**config.mk**
```make
export PLATFORM = sky130hd
export DESIGN_NAME = commit_unit
export DESIGN_NICKNAME = d
export VERILOG_FILES = /design/src/rtl/commit_unit.sv
export SDC_FILE = /design/constraint.sdc
export NUM_CORES = 1
export LEC_CHECK = 0
export ABC_AREA = 1
export BUFFER_PORTS_ARGS = -buffer_cell sky130_fd_sc_hd__buf_2
export CORE_AREA = 10 10 218 220
export CTS_CLUSTER_DIAMETER = 40
export DETAILED_ROUTE_END_ITERATION = 12
export DIE_AREA = 0 0 228 230
export PLACE_DENSITY = 0.57
export SYNTH_ARGS = -nofsm -noshare
export SYNTH_HDL_FRONTEND = slang
export SYNTH_SLANG_ARGS = --single-unit
```
**constraint.sdc**
```tcl
create_clock -name CLK -period 7.65 [get_ports CLK]
set_input_delay 1.53 -clock CLK [delete_from_list [all_inputs] [get_ports CLK]]
set_output_delay 1.53 -clock CLK [all_outputs]
set_load 0.01 [all_outputs]
```
**src/rtl/commit_unit.sv**
```systemverilog
// commit_unit
//   In-order retirement queue sitting between rename and the architectural
//   register map. Rename pushes {rd, phy} pairs; the head retires as soon as
//   its copy has been written back (or it targets x0). On retirement the
//   committed copy pointer of rd moves to phy and the previously committed
//   copy is released in both the rename-buffer and write-back tracking vectors.
//
// Ports
//   CLK, RSTn           clock (rising edge), async active-low reset
//   flush               drop every queued entry, block push and commit
//   push_valid/ready    rename handshake; push_rd/push_phy is the entry
//   wbLog_qout          write-back-done bits, bit RP*X+c = register X copy c
//   archi_X_qout        committed copy pointer per register (RB bits each)
//   archi_X_dnxt        next committed copy pointers
//   rnBufU_commit_rst   one-cycle release pulse for rename-buffer bits
//   wbLog_commit_rst    one-cycle release pulse for write-back bits
//   commit_valid        one instruction retires this cycle
//   retire_cnt          running count of retired instructions
module commit_unit #(
  parameter int RP = 4,
  parameter int RB = 2,
  parameter int DP = 8
) (
  input  logic              CLK,
  input  logic              RSTn,
  input  logic              flush,
  input  logic              push_valid,
  output logic              push_ready,
  input  logic [4:0]        push_rd,
  input  logic [RB-1:0]     push_phy,
  input  logic [32*RP-1:0]  wbLog_qout,
  input  logic [RB*32-1:0]  archi_X_qout,
  output logic [RB*32-1:0]  archi_X_dnxt,
  output logic [32*RP-1:0]  rnBufU_commit_rst,
  output logic [32*RP-1:0]  wbLog_commit_rst,
  output logic              commit_valid,
  output logic [63:0]       retire_cnt
);

  localparam int AW = $clog2(DP);
  localparam logic [AW:0] PTR_ONE = {{AW{1'b0}}, 1'b1};

  logic [4:0]    rdMem  [DP];
  logic [RB-1:0] phyMem [DP];
  logic [AW:0]   wrPtr;
  logic [AW:0]   rdPtr;

  logic          empty;
  logic          full;
  logic [4:0]    headRd;
  logic [RB-1:0] headPhy;
  logic          wbHit;
  logic          headReady;

  // Pointers carry one extra wrap bit so full and empty are distinguishable.
  assign empty = (wrPtr == rdPtr);
  assign full  = (wrPtr[AW-1:0] == rdPtr[AW-1:0]) && (wrPtr[AW] != rdPtr[AW]);

  assign push_ready = !full && !flush;

  assign headRd  = rdMem[rdPtr[AW-1:0]];
  assign headPhy = phyMem[rdPtr[AW-1:0]];

  // Write-back lookup for the head's {rd, phy} built as a constant-index mux.
  always_comb begin
    wbHit = 1'b0;
    for (int x = 0; x < 32; x++) begin
      for (int c = 0; c < RP; c++) begin
        if (headRd == 5'(x) && headPhy == RB'(c)) begin
          wbHit = wbLog_qout[RP*x + c];
        end
      end
    end
  end

  assign headReady    = !empty && (headRd == 5'd0 || wbHit);
  assign commit_valid = headReady && !flush;

  // x0 retires silently: no pointer move, nothing released.
  always_comb begin
    archi_X_dnxt      = archi_X_qout;
    rnBufU_commit_rst = '0;
    wbLog_commit_rst  = '0;
    if (commit_valid && headRd != 5'd0) begin
      for (int x = 1; x < 32; x++) begin
        if (headRd == 5'(x)) begin
          archi_X_dnxt[RB*x +: RB] = headPhy;
          for (int c = 0; c < RP; c++) begin
            if (archi_X_qout[RB*x +: RB] == RB'(c)) begin
              rnBufU_commit_rst[RP*x + c] = 1'b1;
              wbLog_commit_rst[RP*x + c]  = 1'b1;
            end
          end
        end
      end
    end
  end

  always_ff @(posedge CLK or negedge RSTn) begin
    if (!RSTn) begin
      wrPtr      <= '0;
      rdPtr      <= '0;
      retire_cnt <= '0;
      for (int i = 0; i < DP; i++) begin
        rdMem[i]  <= '0;
        phyMem[i] <= '0;
      end
    end else begin
      if (flush) begin
        wrPtr <= '0;
        rdPtr <= '0;
      end else begin
        if (push_valid && push_ready) begin
          rdMem[wrPtr[AW-1:0]]  <= push_rd;
          phyMem[wrPtr[AW-1:0]] <= push_phy;
          wrPtr                 <= wrPtr + PTR_ONE;
        end
        if (commit_valid) begin
          rdPtr <= rdPtr + PTR_ONE;
        end
      end
      // Flush deliberately leaves the retirement count alone.
      if (commit_valid) begin
        retire_cnt <= retire_cnt + 64'd1;
      end
    end
  end

endmodule
```
==> results of run 1 <==
layout make-up:
class                           instances  area, um^2  share of cell area
Antenna cell                            7       17.52           0.0008457
Clock buffer                           21       450.4             0.02175
Clock inverter                         11       186.4            0.009001
Inverter                              267        1033             0.04990
Multi-Input combinational cell       1393        9235              0.4459
Sequential cell                       128        3203              0.1546
Tap cell                              585       732.0             0.03534
Timing Repair Buffer                  762        5854              0.2827
cell usage after synthesis (all sizes together), types with 5 or more instances:
cell    instances  area (um^2)
a31oi          16        100.1
buf           170         1270
clkbuf         33        123.9
dfrtp         128         3203
inv           264        990.9
nand2         536         2127
nand3         102        525.5
nand3b          5        37.54
nand4          74        462.9
nor2          208        805.8
nor3          109        545.5
nor4           11        68.82
o211ai         13        97.59
o21ai         220         1244
o32ai           8        70.07
xnor2           8        70.07
xor2           56        490.5
through the flow:
stage	power, uW	hold slack [ps]	setup TNS, ps	std cells
5_1_grt	7977	503.4	-688200	3167
3_5_place_dp	4757	473.8	-354120	3078
4_1_cts	6794	488.6	-348850	3136
2_1_floorplan	3293	452.9	-46000	1990
6_report	7572	486.0	-385170	3174
3_3_place_gp	4735	466.7	-367960	3078
routing by layer:
metal  share of wire  global-route usage
met1            0.41              0.3276
met2            0.48              0.4450
met3           0.079             0.06722
met4           0.025             0.05603
met5         0.00089                   0
cell families (layout without fill, tap and decap cells):
group	Yosys count	count (layout)	share of synthesized area
compound gates	266	266	0.1267
xor+xnor	64	64	0.04526
fa+ha+maj	3	3	0.003031
buf+inv	470	1061	0.1935
flops	128	128	0.2586
mux	1	1	0.0008082
other cells	1	15	0.0003028
simple gates	1050	1051	0.3719
power by group:
group | switching [uW] | internal [uW]
combinational | 3430 | 2280
clock | 320 | 584
sequential | 120 | 833
total | 3870 | 3700
worst min-delay path by stage:
stage	cells after the start	slack, ps	end
6_report	2	490	phyMem[2]
5_1_grt	2	500	rdMem[9]
4_1_cts	2	490	rdMem[9]
3_5_place_dp	2	470	rdMem[9]
3_3_place_gp	2	470	phyMem[15]
2_1_floorplan	2	450	rdMem[34]
registers in the layout (all words and copies together), names as in the netlist:
register	flops
rdPtr	4
retire_cnt	64
wrPtr	4
rdMem	40
phyMem	16
worst register-to-register path, delay by kind of cell, from the launching register on:
kind            cells  cell delay (ps)
flops               1              420
buf+inv            13             1580
compound gates      2              310
simple gates       63             4780
repair_timing:
item	CTS	global route
pin swaps	23	26
gates resized for setup	496	224
cloned	11	10
buffers inserted	21	26
endpoints found under the setup margin	311	379
==> summary.md, run 1 <==
| Metric | Value |
|---|---|
| Status | `finished with violations` |
| Failing checks | `negative setup slack` |
| First-pass GRT wire length | `105.3 mm` |
| DRC | `0` |
| Final Instance Area | `20,710 um^2` |
| Initial core utilization | `0.2888` |
| Share of cells above drive strength 1 | `0.4555` |
| Clock Tree Root | `clkbuf_16` |
| Total CTS buffers | `17` |
| Die Ht | `230 um` |
| I/O pin count | `589` |
| Critical path class | `reg2out` |
| Most frequent cells in the layout | `nand2_1, buf_2, inv_1` |
| Seq/Total Area, Yosys | `0.2586` |
| Worst setup SP type | `flip-flop` |
| Start point of the critical path | `rdPtr[0]` |
| Number of synthesized register bits | `128` |
| Clock sink count | `128` |
| Longest Clk Path Bufs | `2` |
| Post-synthesis cell type count | `39` |
| CP Data Required Time | `6120 ps` |
| Worst path buffer plus inverter count | `12` |
| Vias in the first global route | `15,730` |
| Min-delay src | `phyMem[2]` |
| Flop2flop setup slack | `430 ps` |
| Cell area after synthesis | `12,390 um^2` |
| Clk_skew | `11.07 ps` |
| Setup crit end kind | `output pin` |
| Cells after Synth | `1,983` |
| Crit path max fanout | `8` |
| Latest clock arrival within the worst-skew pair | `440 ps` |
| Fin util | `0.4830` |
| Iter 0 DRT Violations | `1,261` |
| Average wire per standard cell | `23.76 um` |
| Commonest non-fill, non-tap cell in the layout | `nand2_1` |
| Leakage | `0.009498 uW` |
| Horiz. Die Dim | `228 um` |
| WL final | `75.42 mm` |
| Hold buffers post-CTS | `0` |
| Pin count of the biggest net entering global routing | `85` |
| # port buffers | `576` |
| Slowest cell on crit path | `dfrtp_1` |
| Peak supply drop | `0.0003010 V` |
| Reg2Reg Depth | `78` |
| Top_reg_cell synth | `dfrtp_1` |
| Initial antenna violation count | `14` |
| Final setup margin | `-1322 ps` |
| Max Cap Viol | `0` |
| H-tree depth | `4` |
| Critical path's most frequent cell | `nand2_1` |
| Data arrival, critical path | `7440 ps` |
| Power per cell area | `365.6 nW/um^2` |
| Min Tclk post-route | `8972 ps` |
| Final setup viols | `311` |
| CORE AREA | `42,890 um^2` |
| Post-DRT Antenna Nets | `0` |
| Via Count | `16,190` |
| Headroom to the max-slew limit | `0.2532` |
| CTS tree | `yes` |
| Reg-to-reg endpoint | `retire_cnt[38]` |
| DIE AREA | `52,440 um^2` |
| CP max stage delay | `420 ps` |
| CTS clock-pin slew for the worst setup and hold paths | `60 ps` |
| Final period utilization | `1.173` |
| Avg Cell Area, Syn | `6.246 um^2` |
| RSZ-0062 raised after global routing | `true` |
| Hold Violations, Final | `0` |
| CP Capture Point | `archi_X_dnxt[32]` |
| Post-DP Area | `16,090 um^2` |
| F_max | `111.5 MHz` |
| GP Congestion | `1.056` |
| Vias per inst | `5.102` |
| Cell family contributing the most delay on the critical path | `simple AND/OR/NAND/NOR gates` |
| Area Overhead vs Synth | `67.23%` |
| Start of the worst register-to-register path | `rdPtr[0]` |
| Final Max Slew Viols | `0` |
| GRT Total Usage | `0.2619` |
| Final HPWL DP | `58.61 mm` |
| Dpl ws | `-1247 ps` |
| HP Class | `reg2reg` |
| Yosys warns | `0` |
| Synth async-reset ratio | `1.000` |
| Core Rows | `76` |
| Fin nets | `2,775` |
| DRT Pass-1 Iters | `5` |
| Worst-Margin Slew | `1120 ps` |
| Critical path depth | `78` |
| Grt total ovfl | `0` |
| Number of fill cells | `4,153` |
| Post-synth EDFFs | `0` |
(Power assumes the default switching activity.)
==> run 2: changes to the inputs <==
==> config.mk (replaced) <==
export PLATFORM = sky130hd
export DESIGN_NAME = commit_unit
export DESIGN_NICKNAME = d
export VERILOG_FILES = /design/src/rtl/commit_unit.sv
export SDC_FILE = /design/constraint.sdc
export NUM_CORES = 1
export LEC_CHECK = 0
export BUFFER_PORTS_ARGS = -buffer_cell sky130_fd_sc_hd__buf_2
export CORE_AREA = 10 10 220 222
export CTS_CLUSTER_DIAMETER = 40
export DETAILED_ROUTE_END_ITERATION = 12
export DIE_AREA = 0 0 230 232
export PLACE_DENSITY = 0.54
export SYNTH_ARGS = -nofsm -noshare
export SYNTH_HDL_FRONTEND = slang
export SYNTH_SLANG_ARGS = --single-unit
==> summary.md, run 2 <==
| Metric | Value |
|---|---|
| Number of synthesized register bits | `128 (unchanged)` |
| Fin util | `0.3368 (was 0.4830)` |
| Number of flip-flops in the largest register | `64 (unchanged)` |
| Worst-Margin Slew | `1262 ps (was 1120 ps)` |
| Horiz. Die Dim | `230 um (was 228 um)` |
| Max Cap Viol | `0 (unchanged)` |
| Die Ht | `232 um (was 230 um)` |
| Vias per inst | `5.387 (was 5.102)` |
| Reg-to-reg endpoint | `retire_cnt[34] (was retire_cnt[38])` |
| Synth Area in Simple Gates | `0.2671 (was 0.3719)` |
| Cell area after synthesis | `11,600 um^2 (was 12,390 um^2)` |
| Hold buffers post-CTS | `0 (unchanged)` |
| P_sw | `1696 uW (was 3871 uW)` |
| Avg Cell Area, Syn | `8.773 um^2 (was 6.246 um^2)` |
| Initial antenna violation count | `15 (was 14)` |
| Flop pwr share | `0.228 (was 0.126)` |
| Final Max Slew Viols | `0 (unchanged)` |
| Portion of netlist area occupied by mux cells | `0.1686 (was 0.0008082)` |
| Critical path class | `reg2out (unchanged)` |
| Clk_skew | `10.29 ps (was 11.07 ps)` |
| List of most frequent post-synthesis cells | `buf_4, dfrtp_1, nor3_1 (was nand2_1, inv_1, nor2_1)` |
| I/O pin count | `589 (unchanged)` |
| CTS clock-pin slew for the worst setup and hold paths | `60 ps (about the same)` |
| Largest family of logic cells by synthesized area | `simple AND/OR/NAND/NOR gates (unchanged)` |
| Final period utilization | `0.9509 (was 1.173)` |
| CP Cell Sequence | `buf_4, mux2_2, o2bb2ai_2, buf_4, o21ai_0, a311oi_1, nor3_1, o41ai_4, nand4_1, a221oi_2, o211ai_4, buf_12, or2_2, nor4_1, buf_2` |
| Post-synthesis adder-cell area fraction | `0.003237 (was 0.003031)` |
| Longest Clk Path Bufs | `2 (unchanged)` |
| # port buffers | `576 (unchanged)` |
| Number of fill cells | `4,627 (was 4,153)` |
| Flop2flop setup slack | `1950 ps (was 430 ps)` |
| Setup TNS Final | `0 ps (was -385,170 ps)` |
| Data arrival, critical path | `5740 ps (was 7440 ps)` |
| Commonest non-fill, non-tap cell in the layout | `buf_2 (was nand2_1)` |
| Final setup viols | `0 (was 311)` |
| Power per cell area | `237.2 nW/um^2 (was 365.6 nW/um^2)` |
| Post-synthesis compound-gate area fraction | `0.09969 (was 0.1267)` |
| Synth async-reset ratio | `1.000 (unchanged)` |
| Crit path max fanout | `55 (was 8)` |
| DRC | `0 (unchanged)` |
| Switching share of power | `0.4833 (was 0.5113)` |
| Reg2Reg Depth | `14 (was 78)` |
| First-pass GRT wire length | `88.00 mm (was 105.3 mm)` |
| Critical path's most frequent cell | `buf_4 (was nand2_1)` |
| HP Class | `reg2reg (unchanged)` |
| Cells after Synth | `1,322 (was 1,983)` |
| Synth Area in XOR/XNOR | `0.05362 (was 0.04526)` |
| Setup crit end kind | `output pin (unchanged)` |
| DRT Pass-1 Iters | `5 (unchanged)` |
| Worst setup SP type | `flip-flop (unchanged)` |
| Via Count | `12,670 (was 16,190)` |
| Start of the worst register-to-register path | `rdPtr[1] (was rdPtr[0])` |
| Status | `completed (was finished with violations)` |
| Pin count of the biggest net entering global routing | `78 (was 85)` |
| Top reg by flops | `retire_cnt (unchanged)` |
| Headroom to the max-slew limit | `0.1576 (was 0.2532)` |
| Share of cells above drive strength 1 | `0.4434 (was 0.4555)` |
| Seq/Total Area, Yosys | `0.2762 (was 0.2586)` |
| Clock power share | `0.217 (was 0.119)` |
| CTS tree | `yes (unchanged)` |
| Peak supply drop | `0.0001078 V (was 0.0003010 V)` |
| Initial core utilization | `0.2640 (was 0.2888)` |
| Top flop regs | `retire_cnt: 64 flops, rdMem: 40 flops, phyMem: 16 flops (unchanged)` |
| Min-delay src | `retire_cnt[63] (was phyMem[2])` |
| Start point of the critical path | `rdPtr[0] (unchanged)` |
| Top-count cell post-synth | `buf_4 (was nand2_1)` |
| Clock Tree Root | `clkbuf_16 (unchanged)` |
| Top cell type's share of synthesized area | `0.2762 (was 0.2586)` |
| F_max | `137.5 MHz (was 111.5 MHz)` |
| Post-DRT Antenna Nets | `0 (unchanged)` |
| CORE AREA | `43,930 um^2 (was 42,890 um^2)` |
| Clock sink count | `128 (unchanged)` |
| Combinational share of power | `0.555 (was 0.755)` |
| Fin nets | `1,952 (was 2,775)` |
| Grt total ovfl | `0 (unchanged)` |
| DIE AREA | `53,360 um^2 (was 52,440 um^2)` |
| Post-synthesis cell type count | `84 (was 39)` |
| Area Overhead vs Synth | `27.59% (was 67.23%)` |
| Total CTS buffers | `17 (unchanged)` |
| GRT Total Usage | `0.2157 (was 0.2619)` |
| CP Capture Point | `wbLog_commit_rst[40] (was archi_X_dnxt[32])` |
| Post-synth top area cell | `dfrtp_1 (unchanged)` |
| Slowest cell on crit path | `nor4_1 (was dfrtp_1)` |
| CP max stage delay | `480 ps (was 420 ps)` |
| Yosys warns | `0 (unchanged)` |
| Min Tclk post-route | `7274 ps (was 8972 ps)` |
| Vias in the first global route | `12,700 (was 15,730)` |
| H-tree depth | `4 (unchanged)` |
| Internal power | `1813 uW (was 3701 uW)` |
| Top_reg_cell synth | `dfrtp_1 (unchanged)` |
| CP Data Required Time | `6120 ps (about the same)` |
| GP Congestion | `0.9534 (was 1.056)` |
| Hold Violations, Final | `0 (unchanged)` |
| Post-synth EDFFs | `0 (unchanged)` |
| WL final | `61.77 mm (was 75.42 mm)` |
| RSZ-0062 raised after global routing | `false (was true)` |
| Final HPWL DP | `50.09 mm (was 58.61 mm)` |
| Most frequent cells in the layout | `buf_2, dfrtp_1, nor3_1 (was nand2_1, buf_2, inv_1)` |
| Ranking of synthesized cells by area | `dfrtp_1, buf_4, mux2_2 (was dfrtp_1, nand2_1, buf_4)` |
| Average wire per standard cell | `26.26 um (was 23.76 um)` |
| Leakage | `0.007462 uW (was 0.009498 uW)` |
| Iter 0 DRT Violations | `1,031 (was 1,261)` |
| Core Rows | `77 (was 76)` |
| Latest clock arrival within the worst-skew pair | `420 ps (was 440 ps)` |
## run 2: how the worst min path moves through the flow
stage	to	depth (start not counted)
final	retire_cnt[63]	1
after global routing	retire_cnt[63]	1
after CTS	retire_cnt[63]	1
after detailed placement	retire_cnt[63]	1
after global placement	retire_cnt[63]	1
after floorplan	phyMem[1]	1
## run 2: stage by stage
| stage | cell area (um^2) | power, uW | cells | hold slack [ps] | worst slack, ps |
|---|---|---|---|---|---|
| global placement | 14210 | 2692 | 2318 | 454.7 | 693.8 |
| detailed placement | 14210 | 2705 | 2318 | 456.5 | 594.2 |
| CTS | 14760 | 3481 | 2348 | 473.3 | 132.2 |
| finish | 14800 | 3510 | 2352 | 471.6 | 376.0 |
| global route | 14790 | 3690 | 2350 | 478.4 | 23.95 |
| floorplan | 11620 | 1981 | 1329 | 473.7 | 1852 |
## run 2: critical path, delay by kind of cell, from the launching register on
family | cells | cell delay (ps)
AO/OA/AOI/OAI | 6 | 2110
multiplexers | 1 | 410
flip-flops | 1 | 440
AND/OR/NAND/NOR | 4 | 1140
buffers and inverters | 4 | 1190
## run 2: what timing repair did
| item | 4_1_cts | 5_1_grt |
|---|---|---|
| setup endpoints to repair | 0 | 82 |
| gates resized for setup | 0 | 3 |
| buffers inserted | 0 | 0 |
## run 2: routing by layer
metal / routed length [um] / vias up / share of wire / GRT usage
li1: - / 5596 / - / -
met1: 22960 / 6269 / 0.37 / 0.2454
met2: 32170 / 681 / 0.52 / 0.3980
met3: 4709 / 122 / 0.076 / 0.04361
met5: 13 / - / 0.00021 / 0
met4: 1914 / 2 / 0.031 / 0.06413
## run 2: cell families (layout without fill, tap and decap cells)
family                     count (synthesis)  in the layout
AOI/OAI and AO/OA                        158            158
xor gates and xnor gates                  71             71
adders and majority gates                  3              3
buffers and inverters                    250            677
DFF                                      128            128
muxes                                    161            161
other                                      1             11
and+or+nand+nor                          550            551
## run 2: area by class of cell
| type | instances | area [um^2] | share of cell area |
|---|---|---|---|
| Multi-Input combinational cell | 952 | 6957 | 0.4702 |
| Timing Repair Buffer | 619 | 3233 | 0.2185 |
| Sequential cell | 128 | 3204 | 0.2166 |
| Tap cell | 592 | 740.7 | 0.05006 |
| Clock buffer | 24 | 491.7 | 0.03323 |
| Inverter | 28 | 105.1 | 0.007103 |
| Clock inverter | 6 | 57.56 | 0.003890 |
| Antenna cell | 3 | 7.507 | 0.0005074 |
## run 2: power by group through the flow
stage / clock [uW] / combinational (uW) / sequential [uW]
global placement: 0 / 1880 / 808
finish: 763 / 1950 / 801
global route: 811 / 2070 / 808
detailed placement: 0 / 1900 / 810
floorplan: 0 / 1190 / 789
CTS: 780 / 1900 / 798
==> run 3: changes to the inputs <==
--- a/config.mk
+++ b/config.mk
@@ -6,11 +6,11 @@
 export NUM_CORES = 1
 export LEC_CHECK = 0
 export BUFFER_PORTS_ARGS = -buffer_cell sky130_fd_sc_hd__buf_2
-export CORE_AREA = 10 10 220 222
+export CORE_AREA = 10 10 223 225
 export CTS_CLUSTER_DIAMETER = 40
 export DETAILED_ROUTE_END_ITERATION = 12
-export DIE_AREA = 0 0 230 232
-export PLACE_DENSITY = 0.54
+export DIE_AREA = 0 0 233 235
+export PLACE_DENSITY = 0.51
 export SYNTH_ARGS = -nofsm -noshare
 export SYNTH_HDL_FRONTEND = slang
 export SYNTH_SLANG_ARGS = --single-unit
==> constraint.sdc (replaced) <==
create_clock -name CLK -period 7.48 [get_ports CLK]
set_input_delay 1.496 -clock CLK [delete_from_list [all_inputs] [get_ports CLK]]
set_output_delay 1.496 -clock CLK [all_outputs]
set_load 0.01 [all_outputs]
==> summary.md, run 3 (synthesis gave the netlist of run 2 again) <==
| Metric | Value |
|---|---|
| Status | `completed (unchanged)` |
| Top reg by flops | `retire_cnt (unchanged)` |
| Setup TNS Final | `0 ps (unchanged)` |
| H-tree depth | `4 (unchanged)` |
| Critical path class | `reg2out (unchanged)` |
| Reg-to-reg endpoint | `retire_cnt[1] (was retire_cnt[34])` |
| Data arrival, critical path | `5640 ps (was 5740 ps)` |
| CTS tree | `yes (unchanged)` |
| Flop2flop setup slack | `1910 ps (was 1950 ps)` |
| GP Congestion | `0.9342 (was 0.9534)` |
| Average wire per standard cell | `25.71 um (was 26.26 um)` |
| Reg2Reg Depth | `12 (was 14)` |
| Final setup margin | `339.6 ps (was 376.0 ps)` |
| Total CTS buffers | `17 (unchanged)` |
| Headroom to the max-slew limit | `0.3302 (was 0.1576)` |
| Final period utilization | `0.9546` |
| Initial core utilization | `0.2572 (was 0.2640)` |
| Final Max Slew Viols | `0 (unchanged)` |
| Min-delay src | `retire_cnt[63] (unchanged)` |
| CORE AREA | `45,090 um^2 (was 43,930 um^2)` |
| WL final | `61.01 mm (was 61.77 mm)` |
| Min Tclk post-route | `7140 ps` |
| Fin nets | `1,963 (was 1,952)` |
| Setup crit end kind | `output pin (unchanged)` |
| Clock Tree Root | `clkbuf_16 (unchanged)` |
| RSZ-0062 raised after global routing | `false (unchanged)` |
| Pin count of the biggest net entering global routing | `75 (was 78)` |
| CP Data Required Time | `5980 ps (was 6120 ps)` |
| Commonest non-fill, non-tap cell in the layout | `buf_2 (unchanged)` |
| Crit path max fanout | `50 (was 55)` |
| Hold Path End | `retire_cnt[63] (unchanged)` |
| Power per cell area | `245.5 nW/um^2 (was 237.2 nW/um^2)` |
| HP Class | `reg2reg (unchanged)` |
| Iter 0 DRT Violations | `1,000 (was 1,031)` |
| Via Count | `12,580 (was 12,670)` |
| Latest clock arrival within the worst-skew pair | `430 ps (was 420 ps)` |
| WHS Path Cells | `1 (unchanged)` |
| Post-DRT Antenna Nets | `0 (unchanged)` |
| Cts repair resizes | `0 (unchanged)` |
| Final HPWL DP | `49.45 mm (was 50.09 mm)` |
| Leakage | `0.007525 uW (was 0.007462 uW)` |
| Core Rows | `78 (was 77)` |
| Horiz. Die Dim | `233 um (was 230 um)` |
| Initial antenna violation count | `10 (was 15)` |
| Grt total ovfl | `0 (unchanged)` |
| Longest Clk Path Bufs | `2 (unchanged)` |
| Share of cells above drive strength 1 | `0.4474 (was 0.4434)` |
| Clock sink count | `128 (unchanged)` |
| GRT Total Usage | `0.2094 (was 0.2157)` |
| Worst setup SP type | `flip-flop (unchanged)` |
| Hold buffers post-CTS | `0 (unchanged)` |
| Final setup viols | `0 (unchanged)` |
| Max Cap Viol | `0 (unchanged)` |
| Worst-Margin Slew | `994.1 ps (was 1262 ps)` |
| Hold Violations, Final | `0 (unchanged)` |
| First-pass GRT wire length | `86.90 mm (was 88.00 mm)` |
| Die Ht | `235 um (was 232 um)` |
| Top flop regs | `retire_cnt: 64 flops, rdMem: 40 flops, phyMem: 16 flops (unchanged)` |
| Vias per inst | `5.302 (was 5.387)` |
| Area Overhead vs Synth | `28.37% (was 27.59%)` |
| CTS clock-pin slew for the worst setup and hold paths | `60 ps (about the same)` |
| F_max | `140.0 MHz` |
| I/O pin count | `589 (unchanged)` |
| Most frequent cells in the layout | `buf_2, dfrtp_1, nor3_1 (unchanged)` |
| Setup repair bufs after CTS | `0 (unchanged)` |
| DRC | `0 (unchanged)` |
| Peak supply drop | `0.0001912 V (was 0.0001078 V)` |
| DIE AREA | `54,760 um^2 (was 53,360 um^2)` |
| Dpl ws | `774.1 ps (was 594.2 ps)` |
| Start of the worst register-to-register path | `rdPtr[0] (was rdPtr[1])` |
| Number of flip-flops in the largest register | `64 (unchanged)` |
| Clk_skew | `8.674 ps (was 10.29 ps)` |
| # port buffers | `576 (unchanged)` |
| Vias in the first global route | `12,530 (was 12,700)` |
| DRT Pass-1 Iters | `5 (unchanged)` |
run 3: changes by cell type in the layout (fill, tap and decap cells not counted), sizes merged:
cell	change
clkinv	+1
clkinvlp	-1
bufinv	+1
diode	+2
buf	+12
clkbuf	-1
nor2	-1
run 3: final cells by class:
cell class,count,area [um^2]
multi-input cells,951,6942
diodes,5,12.51
fillers,4792,30200
well taps,600,750.7
repair buffers,631,3311
clock inverters,7,85.08
inverters,28,105.1
clock buffers,23,478.0
flip-flops and latches,128,3204
run 3: critical path, cell delays in order (launching register included):
cell and delay [ps]:
dfrtp_1 440, buf_4 360, mux4_2 340, mux2_2 490, nand2_1 240, a2111oi_0 790, o41ai_4 200, a2111oi_2 500
nand4b_1 330, o211ai_4 320, buf_12 260, buf_4 300, nor3_1 120, mux2_1 330, buf_2 150
run 3: stage by stage:
stage	hold slack (ps)	std cells	cell area, um^2	util	total power [uW]
after global placement	458.8	2338	14300	0.3171	2815
after global routing	500.7	2370	14880	0.3300	3831
after detailed placement	471.9	2338	14300	0.3171	2823
after CTS	487.3	2368	14860	0.3296	3648
after floorplan	473.7	1329	11620	-	2026
final	479.4	2373	14890	0.3302	3654
run 3: metal layers:
layer	part of all wire	global-route usage	routed length [um]	vias up
li1	-	-	-	5613
met3	0.073	0.04298	4435	123
met5	0.00056	0	34	-
met4	0.039	0.08554	2384	4
met1	0.38	0.2416	23200	6242
met2	0.51	0.3682	30950	599
run 3: worst max-delay path by stage:
stage	cells after the start	slack, ps	startpoint	to
finish	14	340	rdPtr[0]	archi_X_dnxt[26]
global route	14	2	rdPtr[0]	archi_X_dnxt[26]
CTS	13	290	rdPtr[1]	archi_X_dnxt[26]
detailed placement	13	770	rdPtr[1]	archi_X_dnxt[26]
global placement	13	970	rdPtr[1]	archi_X_dnxt[27]
floorplan	17	1720	rdPtr[0]	wbLog_commit_rst[125]
run 3: report_power, final:
| group | switching, uW | total, uW | internal, uW |
|---|---|---|---|
| Clock | 299 | 809 | 509 |
| Combinational | 1400 | 2030 | 630 |
| Sequential | 54.8 | 817 | 762 |
